`src/rtl/riscv_pkg.sv`:
```
// rtl/riscv_pkg.sv - shared register-file widths, load-return entry and writeback select types
//
// Purpose: common definitions for the writeback write-port controller and its load FIFO.
// Contents: XLEN, AW, NUM_REGS, LOAD_FIFO_DEPTH, wb_entry_t {live, rd, data}, wb_sel_e.
package riscv_pkg;

   localparam int XLEN            = 32;
   localparam int AW              = 5;
   localparam int NUM_REGS        = 2 ** AW;
   localparam int LOAD_FIFO_DEPTH = 4;

   // One queued load return; live drops when a younger ALU write to the same rd wins.
   typedef struct packed {
      logic            live;
      logic [AW-1:0]   rd;
      logic [XLEN-1:0] data;
   } wb_entry_t;

   // Which producer owns the write port in the current cycle.
   typedef enum logic [1:0] {
      WB_IDLE  = 2'd0,
      WB_ALU   = 2'd1,
      WB_DRAIN = 2'd2
   } wb_sel_e;

endpackage

```
`src/rtl/wb_load_fifo.sv`:
```
// rtl/wb_load_fifo.sv - circular load-return buffer with kill-by-rd and pending mask
//
// Purpose: holds accepted load returns in arrival order until the write port is free.
// Ports:
//   clk, rst                    clock, asynchronous active-high reset
//   push_i, push_rd_i/_data_i   enqueue one live entry at the tail (ignored when full)
//   pop_i                       consume the head entry (ignored when empty)
//   kill_i, kill_rd_i           clear live on every queued entry targeting kill_rd_i
//   head_live_o/_rd_o/_data_o   current head entry
//   empty_o, full_o, count_o    occupancy
//   pending_mask_o              one-hot OR of rd over live entries
module wb_load_fifo #(
   parameter int XLEN  = 32,
   parameter int AW    = 5,
   parameter int DEPTH = 4
) (
   input  logic                     clk,
   input  logic                     rst,
   input  logic                     push_i,
   input  logic [AW-1:0]            push_rd_i,
   input  logic [XLEN-1:0]          push_data_i,
   input  logic                     pop_i,
   input  logic                     kill_i,
   input  logic [AW-1:0]            kill_rd_i,
   output logic                     head_live_o,
   output logic [AW-1:0]            head_rd_o,
   output logic [XLEN-1:0]          head_data_o,
   output logic                     empty_o,
   output logic                     full_o,
   output logic [$clog2(DEPTH):0]   count_o,
   output logic [(2**AW)-1:0]       pending_mask_o
);

   localparam int PW = $clog2(DEPTH);
   localparam int CW = PW + 1;

   logic [PW-1:0]   head_q;
   logic [PW-1:0]   tail_q;
   logic [CW-1:0]   count_q;
   logic [CW-1:0]   count_d;
   logic [DEPTH-1:0] valid_q;
   logic [DEPTH-1:0] live_q;
   logic [AW-1:0]   rd_q   [DEPTH];
   logic [XLEN-1:0] data_q [DEPTH];

   logic push_eff;
   logic pop_eff;

   assign empty_o  = (count_q == '0);
   assign full_o   = (count_q == CW'(DEPTH));
   assign push_eff = push_i && !full_o;
   assign pop_eff  = pop_i && !empty_o;

   always_comb begin
      count_d = count_q;
      case ({push_eff, pop_eff})
         2'b10:   count_d = count_q + CW'(1);
         2'b01:   count_d = count_q - CW'(1);
         default: count_d = count_q;
      endcase
   end

   // Kill is applied first, then pop and push; the pushed slot is never occupied,
   // so a load arriving alongside the killing ALU write stays live.
   always_ff @(posedge clk or posedge rst) begin
      if (rst) begin
         head_q  <= '0;
         tail_q  <= '0;
         count_q <= '0;
         valid_q <= '0;
         live_q  <= '0;
      end else begin
         for (int i = 0; i < DEPTH; i++) begin
            if (kill_i && live_q[i] && (rd_q[i] == kill_rd_i)) begin
               live_q[i] <= 1'b0;
            end
         end
         if (pop_eff) begin
            valid_q[head_q] <= 1'b0;
            live_q[head_q]  <= 1'b0;
            head_q          <= head_q + PW'(1);
         end
         if (push_eff) begin
            valid_q[tail_q] <= 1'b1;
            live_q[tail_q]  <= 1'b1;
            tail_q          <= tail_q + PW'(1);
         end
         count_q <= count_d;
      end
   end

   // Payload needs no reset: valid/live gate every use of it.
   always_ff @(posedge clk) begin
      if (push_eff) begin
         rd_q[tail_q]   <= push_rd_i;
         data_q[tail_q] <= push_data_i;
      end
   end

   always_comb begin
      pending_mask_o = '0;
      for (int i = 0; i < DEPTH; i++) begin
         if (valid_q[i] && live_q[i]) begin
            pending_mask_o[rd_q[i]] = 1'b1;
         end
      end
   end

   assign head_live_o = valid_q[head_q] && live_q[head_q];
   assign head_rd_o   = rd_q[head_q];
   assign head_data_o = data_q[head_q];
   assign count_o     = count_q;

endmodule

```
`src/rtl/wb_write_port_ctrl.sv`:
```
// rtl/wb_write_port_ctrl.sv - register-file write-port arbiter for ALU results and load returns
//
// Purpose: ALU results take the write port immediately; load returns are queued and
// drained in cycles the ALU leaves free. Writes to x0 are dropped.
// Ports:
//   clk, rst                         clock, asynchronous active-high reset
//   alu_valid/alu_rd/alu_data        single-cycle ALU result, never stalled
//   lsu_valid/lsu_ready/lsu_rd/lsu_data  load-return handshake into the FIFO
//   wr_en/wr_addr/wr_data            registered register-file write port
//   pending_mask                     registers targeted by live queued loads
//   fifo_count                       load FIFO occupancy
module wb_write_port_ctrl #(
   parameter int XLEN  = 32,
   parameter int AW    = 5,
   parameter int DEPTH = 4
) (
   input  logic                     clk,
   input  logic                     rst,
   input  logic                     alu_valid,
   input  logic [AW-1:0]            alu_rd,
   input  logic [XLEN-1:0]          alu_data,
   input  logic                     lsu_valid,
   output logic                     lsu_ready,
   input  logic [AW-1:0]            lsu_rd,
   input  logic [XLEN-1:0]          lsu_data,
   output logic                     wr_en,
   output logic [AW-1:0]            wr_addr,
   output logic [XLEN-1:0]          wr_data,
   output logic [(2**AW)-1:0]       pending_mask,
   output logic [$clog2(DEPTH):0]   fifo_count
);

   import riscv_pkg::*;

   logic            alu_wr;
   logic            lsu_push;
   logic            fifo_pop;
   logic            fifo_empty;
   logic            fifo_full;
   logic            head_live;
   logic [AW-1:0]   head_rd;
   logic [XLEN-1:0] head_data;
   wb_sel_e         sel;

   logic            wr_en_q,   wr_en_d;
   logic [AW-1:0]   wr_addr_q, wr_addr_d;
   logic [XLEN-1:0] wr_data_q, wr_data_d;

   assign alu_wr    = alu_valid && (alu_rd != '0);
   assign lsu_ready = !fifo_full;
   // rd==0 loads complete the handshake but are never stored.
   assign lsu_push  = lsu_valid && lsu_ready && (lsu_rd != '0);
   assign fifo_pop  = (sel == WB_DRAIN);

   wb_load_fifo #(
      .XLEN  (XLEN),
      .AW    (AW),
      .DEPTH (DEPTH)
   ) u_fifo (
      .clk            (clk),
      .rst            (rst),
      .push_i         (lsu_push),
      .push_rd_i      (lsu_rd),
      .push_data_i    (lsu_data),
      .pop_i          (fifo_pop),
      .kill_i         (alu_wr),
      .kill_rd_i      (alu_rd),
      .head_live_o    (head_live),
      .head_rd_o      (head_rd),
      .head_data_o    (head_data),
      .empty_o        (fifo_empty),
      .full_o         (fifo_full),
      .count_o        (fifo_count),
      .pending_mask_o (pending_mask)
   );

   always_comb begin
      sel = WB_IDLE;
      if (alu_wr) begin
         sel = WB_ALU;
      end else if (!fifo_empty) begin
         sel = WB_DRAIN;
      end
   end

   // A killed head still consumes its drain slot but produces no write.
   always_comb begin
      wr_en_d   = 1'b0;
      wr_addr_d = wr_addr_q;
      wr_data_d = wr_data_q;
      case (sel)
         WB_ALU: begin
            wr_en_d   = 1'b1;
            wr_addr_d = alu_rd;
            wr_data_d = alu_data;
         end
         WB_DRAIN: begin
            if (head_live) begin
               wr_en_d   = 1'b1;
               wr_addr_d = head_rd;
               wr_data_d = head_data;
            end
         end
         default: begin
            wr_en_d = 1'b0;
         end
      endcase
   end

   always_ff @(posedge clk or posedge rst) begin
      if (rst) begin
         wr_en_q   <= 1'b0;
         wr_addr_q <= '0;
         wr_data_q <= '0;
      end else begin
         wr_en_q   <= wr_en_d;
         wr_addr_q <= wr_addr_d;
         wr_data_q <= wr_data_d;
      end
   end

   assign wr_en   = wr_en_q;
   assign wr_addr = wr_addr_q;
   assign wr_data = wr_data_q;

endmodule

```
`config.mk`:
```
export PLATFORM = sky130hd
export DESIGN_NAME = wb_write_port_ctrl
export DESIGN_NICKNAME = d
export VERILOG_FILES = /design/src/rtl/riscv_pkg.sv /design/src/rtl/wb_load_fifo.sv /design/src/rtl/wb_write_port_ctrl.sv
export SDC_FILE = /design/constraint.sdc
export NUM_CORES = 1
export LEC_CHECK = 0
export BUFFER_PORTS_ARGS = -buffer_cell sky130_fd_sc_hd__buf_2
export CORE_UTILIZATION = 35
export DETAILED_ROUTE_END_ITERATION = 8
export PLACE_DENSITY_LB_ADDON = 0.2
export SLEW_MARGIN = 0
export SYNTH_ARGS = -nofsm -noshare
export SYNTH_HDL_FRONTEND = slang
export SYNTH_HIERARCHICAL = 1
export SYNTH_SLANG_ARGS = --single-unit
```
`constraint.sdc`:
```
create_clock -name clk -period 6.95 [get_ports clk]
set_input_delay 0.3475 -clock clk [delete_from_list [all_inputs] [get_ports clk]]
set_output_delay 0.3475 -clock clk [all_outputs]
set_load 0.01 [all_outputs]
```
==> After elaboration in Yosys (flattened, before gate mapping) <==
Memory sizes are Yosys's and may differ from the RTL's.
Index checks and enable logic that the tools add are counted.
{ "op_classes": {"add_sub_neg": 4, "n_lt_le_gt_ge": 12, "eq_ne": 10, "n_mux": 39, "n_bitwise": 8, "n_reduce_logical": 32} }
{ "ops": {"columns": ["operator", "count"], "rows": [
  ["$mux 32", 5],
  ["$or 32x32->32", 3],
  ["$pmux 32 s2", 1],
  ["$logic_and 1x1->1", 24],
  ["$lt 5x6->1 const B", 4],
  ["$demux 1 s5", 4],
  ["$eq 5x5->1", 4],
  ["$ge 5x1->1 const B", 4],
  ["$mux 4", 4],
  ["$mux 1", 15],
  ["$pmux 5 s2", 1],
  ["$reduce_bool 5->1", 2],
  ["$and 4x4->4", 2],
  ["$or 4x4->4", 2],
  ["$lt 2x3->1 const B", 2],
  ["$pmux 3 s2", 1],
  ["$mux 5", 1],
  ["$add 2x1->2 const B", 2],
  ["$bmux 1 s2", 2],
  ["$demux 1 s2", 2],
  ["$eq 2x1->1 const B", 2],
  ["$eq 2x2->1 const B", 2],
  ["$ge 2x1->1 const B", 2],
  ["$mux 2", 2],
  ["10 further kinds", 12]
]} }
{ "word_totals": {"regBits": 53, "ram_bits": 148, "in_bits": 78, "out_inout_bits": 74, "elab_cells": 115, "memories": 2} }
{ "memory_table": {"columns": ["memory", "depth", "width", "read_ports", "rd_ports_with_merged_regs", "wr", "line", "text"], "rows": [
  ["u_fifo.data_q", 4, 32, 1, 0, 1, "wb_load_fifo.sv:44", "logic [XLEN-1:0] data_q [DEPTH];"],
  ["u_fifo.rd_q", 4, 5, 5, 0, 1, "wb_load_fifo.sv:43", "logic [AW-1:0] rd_q [DEPTH];"]
]} }

==> Logic depth before layout (Yosys ltp) <==
Gate-level depths: netlist (run 1).
{ "logic_depth": {"word_depth": 11, "mapped_depth": 14} }

==> Cells and area by module <==
Netlist (run 1), hierarchy kept.
{ "by_module_without_submodules": {"columns": ["mod", "instances", "cells_each", "area_per_inst_um2", "seq_area_each_um2"], "rows": [
  ["wb_load_fifo", 1, 464, 7574.8, 4819.6],
  ["wb_write_port_ctrl", 1, 135, 1904.3, 950.9]
]} }

==> Worst setup path before layout (run 1) <==
OpenSTA, ideal clock, no wires.
{ "synth_path": {"path_kind": "input port to flip-flop", "startpoint": "input alu_rd[3]", "endpoint": "register u_fifo.count_q[2] (netlist: u_fifo/count_o[2])", "arrival_time_ns": 2.705, "required_time_ns": 6.871, "setup_slack_ns": 4.166, "cell_stages": 13, "n_path_buf": 1, "cell_sequence": "or4_4 o21ai_4 buf_8 inv_2 nor2_1 nand2b_1 inv_1 ha_1 inv_1 fa_1 xor2_1 nor2_1 xor2_1"} }
{ "synth_via": {"elab_chain_cells": 7, "word_cells_on_any_way": 9} }
{ "synth_lines": {"columns": ["element", "line", "text"], "rows": [
  ["start: declaration", "wb_write_port_ctrl.sv:20", "input logic [AW-1:0] alu_rd,"],
  ["$reduce_bool 5->1 (*)", "wb_write_port_ctrl.sv:49", "assign alu_wr = alu_valid && (alu_rd != '0);"],
  ["$logic_and 1x1->1 (*)", "wb_write_port_ctrl.sv:49", null],
  ["named net alu_wr", "wb_write_port_ctrl.sv:35", "logic alu_wr;"],
  ["$mux 2 (*)", "wb_write_port_ctrl.sv:79", "if (alu_wr) begin"],
  ["$eq 2x2->1 (*)", "wb_write_port_ctrl.sv:53", "assign fifo_pop = (sel == WB_DRAIN);"],
  ["named net fifo_pop", "wb_write_port_ctrl.sv:37", "logic fifo_pop;"],
  ["$logic_and 1x1->1 (*)", "wb_load_fifo.sv:52", "assign pop_eff = pop_i && !empty_o;"],
  ["$eq 2x1->1 or $eq 2x2->1 (tied branches)", "wb_load_fifo.sv:56", "case ({push_eff, pop_eff})"],
  ["$pmux 3 s2 or $reduce_bool 2->1 (tied branches)", null, null],
  ["end signal: assignment", "wb_load_fifo.sv:88", "count_q <= count_d;"],
  ["end: declaration", "wb_load_fifo.sv:39", "logic [CW-1:0] count_q;"]
]} }
The timed path passes the listed nets; every way through them passes the cells marked *.
A chain may end at the register's enable or synchronous reset.

==> Final worst setup path (run 1) <==
{ "layout_path": {"startpoint": "register u_fifo.head_q[0]", "endpoint": "register wr_data_q[4] (netlist: wr_data[4])"} }
{ "layout_via": {"elab_chain_cells": 5, "word_cells_on_any_way": 10} }
{ "layout_lines": {"columns": ["element", "line", "text"], "rows": [
  ["start: declaration", "wb_load_fifo.sv:37", "logic [PW-1:0] head_q;"],
  ["start signal: assignment", "wb_load_fifo.sv:81", "head_q <= head_q + PW'(1);"],
  ["$bmux 1 s2", "wb_load_fifo.sv:109", "assign head_live_o = valid_q[head_q] && live_q[head_q];"],
  ["$mux 1 (implied by the code)", "wb_load_fifo.sv:109", null],
  ["$logic_and 1x1->1 (*)", "wb_load_fifo.sv:109", null],
  ["named net head_live", "wb_write_port_ctrl.sv:40", "logic head_live;"],
  ["$ne 2x2->1 (no source line) (*)", null, null],
  ["$reduce_and 2->1 (no source line) (*)", null, null],
  ["end signal: assignment", "wb_write_port_ctrl.sv:118", "wr_data_q <= wr_data_d;"],
  ["end: declaration", "wb_write_port_ctrl.sv:47", "logic [XLEN-1:0] wr_data_q, wr_data_d;"]
]} }
The timed path passes the listed nets; every way through them passes the cells marked *. The select of a mux whose other input is x is not followed.

==> results of run 1 <==
area by class of cell:
class                   instances  share of cell area, %
well taps                     335                   3.77
clock inverters                 4                  0.451
diodes                          2                 0.0451
flip-flops and latches        201                   52.0
inverters                      14                  0.473
clock buffers                  34                   5.44
multi-input cells             333                   30.7
repair buffers                156                   7.17
logic make-up after synthesis:
logic type      Yosys count
buf+inv                  65
compound gates           90
flops                   201
xor+xnor                 25
mux                     109
fa+ha+maj                10
simple gates             99
state kept, by name, indices dropped and copies added, names as in the netlist:
signal          flops
u_fifo/data_q     128
wr_data            32
u_fifo/rd_q        20
wr_addr             5
u_fifo/live_q       4
u_fifo/valid_q      4
u_fifo/count_o      3
u_fifo/head_q       2
u_fifo/tail_q       2
wr_en               1
per-layer routing:
layer	vias up	share of wire, %	global-route usage (%)
li1	2656	-	-
met1	3031	42	22.5
met2	249	49	30.8
met3	53	6.6	3.18
met4	6	2.4	5.11
met5	-	0.11	0
per-stage QoR:
step | instances | utilization, % | area [um^2] | hold slack (ns) | setup WS, ns
final | 1079 | 42.3 | 11100 | 0.0686 | 3.76
after global routing | 1077 | 42.2 | 11100 | 0.0564 | 3.43
after CTS | 1077 | 42.2 | 11100 | 0.0503 | 3.61
after detailed placement | 1038 | 39.7 | 10400 | 0.481 | 3.49
after global placement | 1038 | 39.7 | 10400 | 0.463 | 3.58
after floorplan | 599 | - | 9480 | 0.249 | 4.17
critical path, delay by kind of cell (launching register included):
family,cells,cell delay [ns]
buffers and inverters,1,0.68
AOI/OAI and AO/OA,2,0.31
muxes,2,0.69
and+or+nand+nor,2,1.04
DFF,1,0.34
how the worst max path moves through the flow:
| stage | to | start | slack [ns] |
|---|---|---|---|
| after global placement | u_fifo/count_o[2] | alu_rd[3] | 3.58 |
| after global routing | wr_data[4] | u_fifo/head_q[0] | 3.43 |
| final | wr_data[4] | u_fifo/head_q[0] | 3.76 |
| after floorplan | u_fifo/count_o[2] | alu_rd[3] | 4.17 |
| after CTS | wr_data[4] | u_fifo/head_q[0] | 3.61 |
| after detailed placement | u_fifo/count_o[2] | alu_rd[3] | 3.49 |
cells in the final DEF, fill, tap and decap left out, types with 4 or more instances in the layout:
cell type	synthesis	routed
inv_1	13	12
ha_1	9	9
o311ai_0	4	4
o22ai_1	24	24
nand2_1	17	17
edfxtp_1	148	148
mux2i_1	6	6
buf_4	0	4
o31a_1	4	4
a21o_2	4	4
xnor2_1	23	23
nor3_1	5	5
nand3_1	5	5
and3b_1	4	4
o21ai_1	5	5
mux4_2	37	37
clkbuf_1	29	10
nand3b_1	6	6
nor3b_1	7	7
a221o_1	28	28
or3b_2	6	6
clkbuf_16	0	21
dfrtp_1	53	51
mux2_2	66	66
nand4_1	7	7
nor2_1	9	9
buf_2	16	151
a32o_1	4	4
and3_4	4	4
nand4b_1	6	6
power by group:
group / switching [mW] / internal [mW]
sequential: 0.215 / 1.65
clock: 0.433 / 0.632
combinational: 0.847 / 0.821
timing repair:
action                                  CTS  global route
resized for setup                         0             0
endpoints found under the setup margin    0             0
endpoints found under the hold margin    15             0
hold buffers                              1             0
==> impl_metrics.json, run 1 <==
{
  "status": "complete, but fails checks",
  "violations": "design-rule violations",
  "synth_mux_area_share_pct": 17.3,
  "path_cells": "buf_4, nand3_1, o211ai_1, o21a_1, nor2b_2, mux2_2, mux2_2",
  "cts-root-buf": "clkbuf_16",
  "synth_cell_types": 57,
  "worstSetupPathType": "flop to flop",
  "regArea_um2": 5770,
  "synth-adder-area-share_pct": 1.40,
  "num_rows": 59,
  "slew_viol_final": 0,
  "yosys.area.top_type": "edfxtp_1",
  "synth_compound_area_share_pct": 7.95,
  "avgSynthCellArea_um2": 15.8,
  "fillers": 2443,
  "synth_warnings": 6,
  "post-cts-setup-buffers": 0,
  "final_nets": 815,
  "synth_simple_gate_area_share_pct": 6.98,
  "cp_common_cell": "mux2_2",
  "drive_above_1_share_pct": 41.4,
  "crit_slowest_cell": "nor2b_2",
  "start_util_pct": 36.1,
  "post-route-period-util_pct": 45.9,
  "cts_max_level": 1,
  "synthXorXnorAreaFrac_pct": 2.31,
  "hold_depth": 1,
  "min_from": "lsu_data[3]",
  "tightest_slew_ns": 1.27,
  "crit_path_end_kind": "flop",
  "slowest_delay_ns": 0.90,
  "ff2ff_setup_slack_ns": 3.76,
  "cts_buffer_depth": 3,
  "min_to": "u_fifo/data_q[1][3]",
  "rsz0062_at_grt": "no",
  "ys_seq_elements": 201,
  "fin_tns_setup_ns": 0,
  "drc": 22,
  "die_x_um": 167,
  "wl_per_cell_um": 22.5,
  "port_buffers": 151,
  "grt_first_pass_wirelength_um": 37600,
  "synth_area_leaders": "edfxtp_1 (47%), dfrtp_1 (14%), mux4_2 (8.8%)",
  "cts_tree": "built",
  "synth_edf_count": 148,
  "grt_use_total_pct": 17.7,
  "synth_nets": 687,
  "power.leakage_nw": 4.13,
  "cp.arrival_ns": 3.56,
  "routed_via_density": 5.56,
  "fp.coreArea_um2": 26300,
  "cts.sinks": 201,
  "hold_viol": 0,
  "cts_buffers": 21,
  "cts.clk_slew.worst_paths_ns": 0.06,
  "post-route-min-period_ns": 3.19,
  "wirelength_um": 24300,
  "drt_iter0_markers": 543,
  "synthMostInstantiatedCell": "edfxtp_1",
  "worst_slew_margin_rel_pct": 15.0,
  "die-height_um": 167,
  "reg2regPathDepth": 7,
  "synth.cell_area_um2": 9480,
  "dp_hpwl_um": 16000,
  "grt_pass1_vias": 6326,
  "synthArstFlopShare_pct": 26.4,
  "synth_commonest_cells": "edfxtp_1 (148), mux2_2 (66), dfrtp_1 (53)",
  "critical_path_required_ns": 7.32,
  "ys_seq_area_share_pct": 60.9,
  "synth_top_family_by_area": "multiplexers",
  "die_area_um2": 27700,
  "overflow": 0,
  "multi_input_area_um2": 3410,
  "synth-main-ff-cell": "edfxtp_1",
  "hold_class": "input port to flop",
  "maxCapViolations": 0,
  "p_total_mw": 4.59,
  "io_pins": 152,
  "setup_viol": 0,
  "cp_max_fo": 45,
  "yosys.area.top_type_share_pct": 46.9,
  "fmax_ghz": 0.313,
  "vdd_drop_max_mv": 0.232,
  "grt_max_degree": 46,
  "clk_latency_ns": 0.49,
  "powerDensity_nw_per_um2": 414,
  "drtPass1Iterations": 8,
  "vias": 5995,
  "synth_cells": 599,
  "postRouteAntennaNets": 0,
  "synthToLayoutAreaGrowth_pct": 17.2,
  "worstSetupStartpointType": "flop",
  "gp_congestion": 0.819,
  "r2r-end": "wr_data[4]",
  "skew_ns": 0.00736,
  "antenna_found_initial": 5,
  "worstReg2RegStart": "u_fifo/head_q[0]"
}
Note: power is estimated with default switching activity, not from simulation.
==> run 2, diff against run 1 <==
- ABC_AREA: unset -> 1
- clock period: 6.95 -> 3.3 ns (I/O delays scaled with it)
==> impl_metrics.json, run 2 <==
{
  "status": "completed",
  "synthMostInstantiatedCell": "nand2_1",
  "cts.clk_slew.worst_paths_ns": 0.06,
  "tightest_slew_ns": 0.947,
  "maxCapViolations": 0,
  "grt_first_pass_wirelength_um": 45900,
  "synth_cells": 1133,
  "critical_path_required_ns": 3.13,
  "cp_max_fo": 8,
  "top_register": "u_fifo/data_q",
  "overflow": 0,
  "slowest_delay_ns": 0.70,
  "ys_seq_area_share_pct": 57.5,
  "fin_tns_setup_ns": 0,
  "synth_nets": 1221,
  "post-route-period-util_pct": 71.3,
  "synthToLayoutAreaGrowth_pct": 25.4,
  "cts.sinks": 201,
  "fillers": 2813,
  "die_x_um": 171,
  "path_cells": "nor3_2, a21oi_1, nand2_1, buf_2",
  "dp_hpwl_um": 18600,
  "drtPass1Iterations": 7,
  "setup_viol": 0,
  "die-height_um": 171,
  "clk_latency_ns": 0.51,
  "crit_slowest_cell": "nor3_2",
  "fin_hold_ws_ns": 0.0588,
  "synth_cell_types": 31,
  "fmax_ghz": 0.425,
  "wl_per_cell_um": 16.9,
  "skew_ns": 0.0113,
  "powerDensity_nw_per_um2": 819,
  "synth-main-ff-cell": "edfxtp_1",
  "fp.coreArea_um2": 28000,
  "worstSetupPathType": "flop to primary output",
  "rsz0062_at_grt": "no",
  "yosys.area.top_type_share_pct": 44.3,
  "routed_via_density": 4.96,
  "synth_area_leaders": "edfxtp_1 (44%), dfrtp_1 (13%), nand2_1 (8.9%)",
  "cts_tree": "built",
  "synth.cell_area_um2": 10000,
  "start_util_pct": 35.8,
  "grt_max_degree": 76,
  "gp_congestion": 0.939,
  "hold_class": "input port to flop",
  "io_pins": 152,
  "final_common_cell": "nand2_1",
  "synth_commonest_cells": "nand2_1 (238), edfxtp_1 (148), nor2_1 (142)",
  "post-route-min-period_ns": 2.35,
  "crit_path_end_kind": "primary output",
  "cts-root-buf": "clkbuf_16",
  "synth_warnings": 6,
  "stdcell_count": 1741,
  "grt_pass1_vias": 8429,
  "port_buffers": 151,
  "vias": 8640,
  "yosys.area.top_type": "edfxtp_1",
  "grt_use_total_pct": 20.2,
  "ys_seq_elements": 201,
  "final_nets": 1433,
  "post-cts-setup-buffers": 0,
  "drc": 0,
  "synthArstFlopShare_pct": 26.4,
  "num_rows": 61,
  "vdd_drop_max_mv": 0.371,
  "worstSetupStartpointType": "flop",
  "worst_slew_margin_rel_pct": 36.8,
  "antenna_found_initial": 1,
  "dp.cells": 1628,
  "cts_resized": 0,
  "power.leakage_nw": 5.66,
  "cts_max_level": 1,
  "slew_viol_final": 0,
  "largest_register_ffs": 128,
  "drive_above_1_share_pct": 18.1,
  "cts_buffer_depth": 3,
  "layout_common_cells": "nand2_1 (238), buf_2 (151), edfxtp_1 (148)",
  "synth_edf_count": 148,
  "drt_iter0_markers": 571,
  "hold_viol": 0,
  "die_area_um2": 29400,
  "avgSynthCellArea_um2": 8.86,
  "postRouteAntennaNets": 0,
  "wirelength_um": 29400,
  "cp.arrival_ns": 2.19,
  "cts_buffers": 23
}
==> run 2: cell types whose count changed after synthesis, sizes merged, moves of 66 or more <==
cell / delta
nand3: +128
nand2: +226
mux2: -66
nor2: +133
o21ai: +70
inv: +125
==> run 2: final timing paths <==
kind / start / end / slack (ns) / depth (start not counted)
worst max-delay path: u_fifo/rd_q[2][0] / pending_mask[16] / 0.95 / 4
min in group asynchronous: rst / u_fifo/count_o[2] / 0.31 / 3
worst min register to register: u_fifo/valid_q[1] / u_fifo/valid_q[1] / 0.48 / 2
max in group asynchronous: rst / wr_data[3] / 2.25 / 3
worst max register to register: u_fifo/count_o[0] / u_fifo/count_o[2] / 0.97 / 14
worst min-delay path: alu_rd[1] / wr_addr[1] / 0.06 / 3
==> run 2: timing repair <==
item,CTS,global route
endpoints found under the setup margin,0,0
endpoints found under the hold margin,233,0
hold buffers,70,0
==> run 2: where the power goes <==
part	leakage [nW]	internal, mW	switching (mW)
Clock	0.373	1.53	1.03
Sequential	1.97	3.46	0.389
Combinational	3.31	1.26	2.64
Total	5.66	6.25	4.06
==> run 2: cell type report <==
class	count	area [um^2]	share of cell area, %
Antenna cell	1	2.50	0.0199
Inverter	141	529	4.20
Timing Repair Buffer	235	1560	12.4
Sequential cell	201	5770	45.8
Tap cell	378	473	3.76
Multi-Input combinational cell	743	3490	27.7
Clock buffer	28	636	5.05
Clock inverter	14	131	1.04
==> run 2: per-stage QoR <==
| stage | setup WS [ns] | instance area, um^2 | utilization, % | power (mW) |
|---|---|---|---|---|
| finish | 0.948 | 12600 | 45.0 | 10.3 |
| global route | 0.736 | 12600 | 45.0 | 11.0 |
| CTS | 0.958 | 12600 | 44.9 | 10.4 |
| detailed placement | 0.983 | 11100 | 39.7 | 7.75 |
| global placement | 0.994 | 11100 | 39.7 | 7.70 |
| floorplan | 0.719 | 10000 | - | 6.39 |
==> run 2: kinds of logic (layout without fill, tap and decap cells) <==
| family | after synthesis | count (layout) | synth area share (%) |
|---|---|---|---|
| adder cells (fa/ha/maj) | 10 | 10 | 1.32 |
| flip-flops | 201 | 201 | 57.5 |
| buffers and inverters | 189 | 418 | 7.78 |
| XOR/XNOR | 4 | 4 | 0.349 |
| AND/OR/NAND/NOR | 563 | 563 | 24.3 |
| other | 0 | 1 | 0 |
| AO/OA/AOI/OAI | 166 | 166 | 8.80 |
==> run 2: critical path: cells and delay by family, from the launching register on <==
family	cells	cell delay [ns]
and+or+nand+nor	2	0.83
DFF	1	0.53
AOI/OAI and AO/OA	1	0.18
buffers and inverters	1	0.14
==> run 2: routing by layer <==
metal / GRT usage (%) / part of all wire [%] / vias to the layer above
met4: 6.02 / 2.4 / 0
met1: 26.3 / 44 / 4110
met5: 0 / 0 / -
li1: - / - / 4220
met2: 34.8 / 48 / 263
met3: 2.92 / 5.6 / 47
==> run 3, diff against run 2 <==
- clock period: 3.3 -> 2.3 ns (I/O delays scaled with it)
==> impl_metrics.json, run 3 (synthesis results as in run 2) <==
{
  "wl_met1_um": 13100,
  "hold_viol": 0,
  "cts_max_level": 1,
  "status": "completed",
  "post-route-min-period_ns": 2.24,
  "io_pins": 152,
  "tightest_slew_ns": 0.676,
  "worstSetupPathType": "flop to primary output",
  "hold_class": "input port to flop",
  "highest_layer": "met4",
  "cts_buffers": 22,
  "start_util_pct": 35.8,
  "cts_buffer_depth": 3,
  "final_common_cell": "nand2_1",
  "grt_pass1_vias": 8526,
  "gp_congestion": 0.933,
  "antenna_found_initial": 0,
  "cts.clk_slew.worst_paths_ns": 0.06,
  "dpl_cell_area_um2": 11400,
  "critical_path_required_ns": 2.18,
  "fin_tns_setup_ns": 0,
  "design_area_um2": 12800,
  "rsz0062_at_grt": "no",
  "top_register": "u_fifo/data_q",
  "routed_via_density": 5.02,
  "fin_hold_ws_ns": 0.00482,
  "cts-root-buf": "clkbuf_16",
  "drive_above_1_share_pct": 19.5,
  "post-cts-setup-buffers": 0,
  "grt_use_total_pct": 20.5,
  "slew_viol_final": 0,
  "port_buffers": 151,
  "cts.sinks": 201,
  "fmax_ghz": 0.447,
  "drtPass1Iterations": 5,
  "fillers": 2747,
  "postRouteAntennaNets": 0,
  "vias": 8816,
  "setup_viol": 0,
  "worst_slew_margin_rel_pct": 54.8,
  "crit_path_end_kind": "primary output",
  "maxCapViolations": 0,
  "power.leakage_nw": 5.76,
  "die_x_um": 171,
  "overflow": 0,
  "cp_max_fo": 5,
  "drc": 0,
  "fp.coreArea_um2": 28000,
  "cts_tree": "built",
  "wl_met3_um": 1770,
  "skew_ns": 0.0104,
  "wl_per_cell_um": 16.9,
  "final_nets": 1451,
  "die_area_um2": 29400,
  "wirelength_um": 29700,
  "worstSetupStartpointType": "flop",
  "drt_iter0_markers": 534,
  "die-height_um": 171,
  "post-route-period-util_pct": 97.2,
  "vdd_drop_max_mv": 0.638,
  "setup_ws_ns": 0.0648,
  "clk_latency_ns": 0.50,
  "cp.arrival_ns": 2.12,
  "num_rows": 61,
  "antennaDiodeCount": 0,
  "grt_max_degree": 76,
  "dp_hpwl_um": 19400,
  "largest_register_ffs": 128,
  "layout_common_cells": "nand2_1 (237), buf_2 (151), edfxtp_1 (148)",
  "dp_slack_ns": 0.213,
  "powerDensity_nw_per_um2": 1160,
  "synthToLayoutAreaGrowth_pct": 27.5,
  "met2WireLength_um": 14200,
  "grt_first_pass_wirelength_um": 46500
}
==> run 3: routing by layer <==
metal	global-route usage [%]	vias up
li1	-	4256
met4	5.67	0
met1	27.4	4197
met2	34.8	308
met3	2.72	55
met5	0	-
==> run 3: critical path: stages, from the launching register on <==
cell      delay, ns
edfxtp_1       0.48
inv_2          0.10
nor3_2         0.52
buf_4          0.24
nand2_1        0.06
nand4_1        0.10
buf_2          0.13
==> run 3: layout make-up <==
class	instances	area, um^2	area share [%]
flip-flops and latches	201	5770	45.1
clock buffers	33	653	5.10
inverters	141	529	4.14
clock inverters	7	65.1	0.508
well taps	378	473	3.70
multi-input cells	743	3510	27.4
repair buffers	254	1790	14.0
==> run 3: final timing paths <==
check | start | end | slack, ns | depth (start not counted)
worst max-delay path | u_fifo/rd_q[3][1] | pending_mask[30] | 0.06 | 6
worst min-delay path | alu_valid | wr_addr[1] | 0.005 | 3
worst max register to register | u_fifo/count_o[0] | u_fifo/count_o[2] | 0.21 | 14
worst min register to register | u_fifo/valid_q[1] | u_fifo/valid_q[1] | 0.47 | 2
max in group asynchronous | rst | wr_data[7] | 1.41 | 4
min in group asynchronous | rst | u_fifo/count_o[0] | 0.27 | 3
==> run 3: power by group <==
part	internal (mW)	leakage (nW)	switching, mW
combinational	2.03	3.43	3.95
sequential	4.95	1.97	0.505
clock	2.08	0.351	1.37
total	9.06	5.76	5.83
==> run 3: stage by stage <==
stage	power [mW]	cells	utilization (%)
after floorplan	9.22	1133	-
after global placement	11.4	1646	40.5
after detailed placement	11.4	1646	40.5
after CTS	15.0	1757	45.6
after global routing	15.9	1757	45.7
final	14.9	1757	45.7
==> run 3: timing repair <==
action / 4_1_cts / 5_1_grt
hold buffers: 71 / 0
gates resized for setup: 0 / 3
endpoints found under the hold margin: 219 / 0
setup endpoints to repair: 0 / 7
